===== src/rtl/counter_seq_checker_sat_counter.sv =====
// Saturating up-counter with synchronous clear; a clear and an increment
// in the same cycle leave the counter at 1.
module sat_counter #(
    parameter int unsigned W = 16
) (
    input  logic         clk,
    input  logic         rst_n,
    input  logic         inc,
    input  logic         clr,
    output logic [W-1:0] q
);

    logic [W-1:0] base;
    logic [W-1:0] next;

    always_comb begin
        base = clr ? '0 : q;
        next = base;
        if (inc && (base != '1)) begin
            next = base + W'(1);
        end
    end

    always_ff @(posedge clk) begin
        if (!rst_n) begin
            q <= '0;
        end else begin
            q <= next;
        end
    end

endmodule


===== config.mk =====
export PLATFORM = sky130hd
export DESIGN_NAME = sat_counter
export DESIGN_NICKNAME = d
export VERILOG_FILES = /design/src/rtl/counter_seq_checker_sat_counter.sv
export SDC_FILE = /design/constraint.sdc
export NUM_CORES = 1
export LEC_CHECK = 0
export BUFFER_PORTS_ARGS = -buffer_cell sky130_fd_sc_hd__buf_2
export CAP_MARGIN = 30
export CORE_UTILIZATION = 46
export CTS_CLUSTER_DIAMETER = 40
export DETAILED_ROUTE_END_ITERATION = 8
export PLACE_DENSITY = 0.83
export SYNTH_ARGS = -nofsm -noshare
export SYNTH_HDL_FRONTEND = slang
export SYNTH_SLANG_ARGS = --single-unit

===== constraint.sdc =====
create_clock -name clk -period 1.6 [get_ports clk]
set_input_delay 0.08 -clock clk [delete_from_list [all_inputs] [get_ports clk]]
set_output_delay 0.08 -clock clk [all_outputs]
set_load 0.005 [all_outputs]

* Word-level counts from Yosys, hierarchy flattened
Cells that the tools add are included.
** Storage, ports and cells
- Flip-flop bits (word level) :: 16
- Input port bits :: 4
- Output and inout bits :: 16
- Logic and storage cells :: 6
** Cells by class
- Add/subtract/negate cells :: 1
- Equal/unequal tests :: 1
- Mux-type cells :: 2
- Reductions and logical operators :: 1
** Operator list (count)
- $mux W16 :: 2
- $add A16 B1 Y16 const B :: 1
- $ne A16 B16 Y1 const B :: 1
- $logic_and A1 B1 Y1 :: 1

* Depth between registers and ports, before layout
- Depth after elaboration :: 4
- Mapped depth :: 5
- Gate-level depth less buffers :: 4

* Least setup slack after synthesis
Ideal clock, no wire load.
- Path kind :: flip-flop to flip-flop
- From :: register q[5]
- To :: register q[10]
- Setup time :: 118 ps
- Arrival :: 1492 ps
- Required time :: 1482 ps
- Setup slack :: -9 ps
- Cell stages (with the launch flop) :: 6
- Path buffers :: 1
- Clock period less this slack :: 1609 ps
- Cells stage by stage :: dfxtp_1 -> nand4b_1 -> or3_1 -> clkbuf_2 -> or3_1 -> o2111a_1
** Between the ends
- Longest elaborated chain between the ends :: 4
- Elaborated cells between the ends (all ways) :: 5
- Classes of those cells :: add/sub (1); eq/ne (1); mux (2); reduce/logical (1)
** Ends and longest elaborated chain
- start: declaration :: line 10 : output logic [W-1:0] q
- start signal: assignment :: line 28 : q <= next;
- $mux W16 * :: line 17 : base = clr ? '0 : q;
- branches (longest 2 deep; another with $add A16 B1 Y16)
- $mux W16 * :: line 19 : if (inc && (base != '1)) begin
Every way passes the cells marked *.
A chain may end at the register's enable or synchronous reset.

* Final worst setup path
- From :: register q[1]
- To :: register q[14]
The elaborated chain is that of the path after synthesis.

==> flow_summary.yaml <==
outcome:
  status: "completed"
logic_synthesis:
  syn-cell-area_sq_um: 857
  syn_inst: 99
  syn_nets: 103
  avgSynthCellArea_sq_um: 8.66
  synth-seq-area-share: 0.374
  yosysWarnings: 0
  synth_top_cell_area_share: 0.374
  synth_area_leaders: "dfxtp_1 (37%), a21oi_1 (5.3%), or3_1 (3.6%), nor3_1 (3.5%), and2b_2 (3.1%)"
  synth_cell_type_count: 36
  yosys.area.top_type: "dfxtp_1"
  ys_ff_latch: 16
timing:
  final_max_slew_viol_count: 0
  fin_crit_sh: 0.997
  rsz0062_at_grt: "true"
  clock.fmax_ghz: 0.627
  hold_viol_final: 0
  relSlewSlack: 0.727
  worst_pin_slew_ps: 408
  setup_violations: 0
  period_minus_slack_ps: 1600
  fin_skew_ps: 7.75
detailed_routing:
  drt_iter0_drc: 27
  avgRoutedWirePerCell_um: 14.5
  dr.pass1.iters: 4
  ant_nets: 0
  drc: 0
  viasPerCell: 5.74
  routed_wl_um: 2330
  via_count: 924
die:
  rows: 15
  dieArea_sq_um: 2040
  initial_core_util: 0.491
  boundaryPins: 20
  die_h_um: 45.2
  fp.dieW_um: 45.2
  fp.coreArea_sq_um: 1750
clock_network:
  ctsHtreeMaxLevel: 1
  cts_max_path_buffers: 2
  root_buffer: "clkbuf_4"
  cts_tree: "yes"
  clkTransAtPathRegs_ps: 100
  clk_latency_ps: 300
  hold_buffers: 0
  cts_made_buffers: 3
  cts_sinks: 16
final_layout:
  stdcell_area_sq_um: 1160
  fin_util: 0.667
  top_register: "q"
  final_net_count: 142
  top_regs: "q x16"
  drive_gt1_frac: 0.485
  n_antenna_cell: 0
  area_growth_pct: 35.9
  layout_commonest_cell: "buf_2"
  largest_register_ffs: 16
  final_cell_mix: "buf_2 (19), buf_4 (17), a21oi_1 (8), dfxtp_2 (8)"
placement:
  placed_area_sq_um: 1080
  gp_congestion: 0.800
  dpl.hpwl_um: 1640
  io_buffers: 19
critical_path:
  start_kind: "register"
  crit_type: "reg2reg"
  cp_data_required_time_ps: 1830
  crit_fanout: 5
  cp.arrival_ps: 1820
  end_kind: "register"
power:
  p_per_area_nw_per_um2: 566
  leakage_uw: 0.000494
  peakVddDrop_uv: 458
global_route:
  grt_pass1_wl_um: 3560
  track_usage: 0.250
  antenna_found_initial: 0
  overflow: 0
  grt_max_degree: 13
  grt_pass1_vias: 848
run:
  cap_violations: 0
hold_path:
  hp-class: "in2reg"
[synthesized netlist by cell type, drive strengths merged]
library cell / number
a211o: 1
a211oi: 3
a21o: 1
a21oi: 9
a22oi: 1
a31o: 1
a31oi: 2
and2b: 3
and3: 2
and4b: 1
buf: 1
clkbuf: 1
dfxtp: 16
inv: 6
mux2i: 1
nand2: 6
nand2b: 2
nand3: 5
nand4: 2
nand4b: 3
nor2: 6
nor3: 6
nor3b: 1
nor4: 3
o2111a: 1
o211ai: 1
o21ai: 3
o31ai: 2
or2: 1
or3: 6
or4: 2
[per-layer routing]
metal,up-vias,wire (um),global-route usage
met1,438,972,0.285
met5,-,0,0
met3,5,94,0.0480
met4,0,46,0.127
li1,453,-,-
met2,28,1220,0.441
[cell families after synthesis]
family	Yosys count	synth area share
mux	1	0.0117
flops	16	0.374
simple gates	49	0.381
buf+inv	8	0.0452
compound gates	25	0.188
[power by group]
| part | switching, uW | internal, uW | total, uW |
|---|---|---|---|
| sequential | 1.65 | 398 | 400 |
| combinational | 22.7 | 15.6 | 38.3 |
| clock | 133 | 87.7 | 221 |
[metrics by stage]
stage	TNS, ps	setup WS [ps]	total power (uW)	hold slack (ps)	std cells
after floorplan	0	8.57	433	173	99
after detailed placement	-2.23	-2.23	446	346	155
final	0	4.61	659	29.9	161
after global placement	0	56.0	445	342	155
after global routing	-175	-47.2	684	52.1	161
after CTS	0	1.48	658	31.0	159
[critical path, stage by stage, from the launching register on]
cell and delay, ps:
dfxtp_2 350, nand3_2 110, or3_4 430, or4_1 510
a21oi_2 130
[cell type report]
cell class / count / area (sq um)
fill: 150 / 581
multi-input combinational: 75 / 528
sequential: 16 / 338
timing repair buffer: 36 / 223
tap: 25 / 31.3
clock buffer: 3 / 22.5
inverter: 6 / 22.5
[final timing paths]
kind,cells past startpoint,slack [ps],start,endpoint
setup / recovery,4,5,q[1],q[14]
hold / removal,2,30,inc,q[0]
setup reg to reg,4,5,q[1],q[14]
hold reg to reg,2,500,q[7],q[7]
[timing repair]
| item | 4_1_cts | 5_1_grt |
|---|---|---|
| gates resized for setup | 3 | 12 |
| pin swaps | 0 | 3 |
| endpoints found under the setup margin | 1 | 8 |
| buffers inserted | 1 | 2 |
Note: power is estimated with default switching activity, not from simulation.
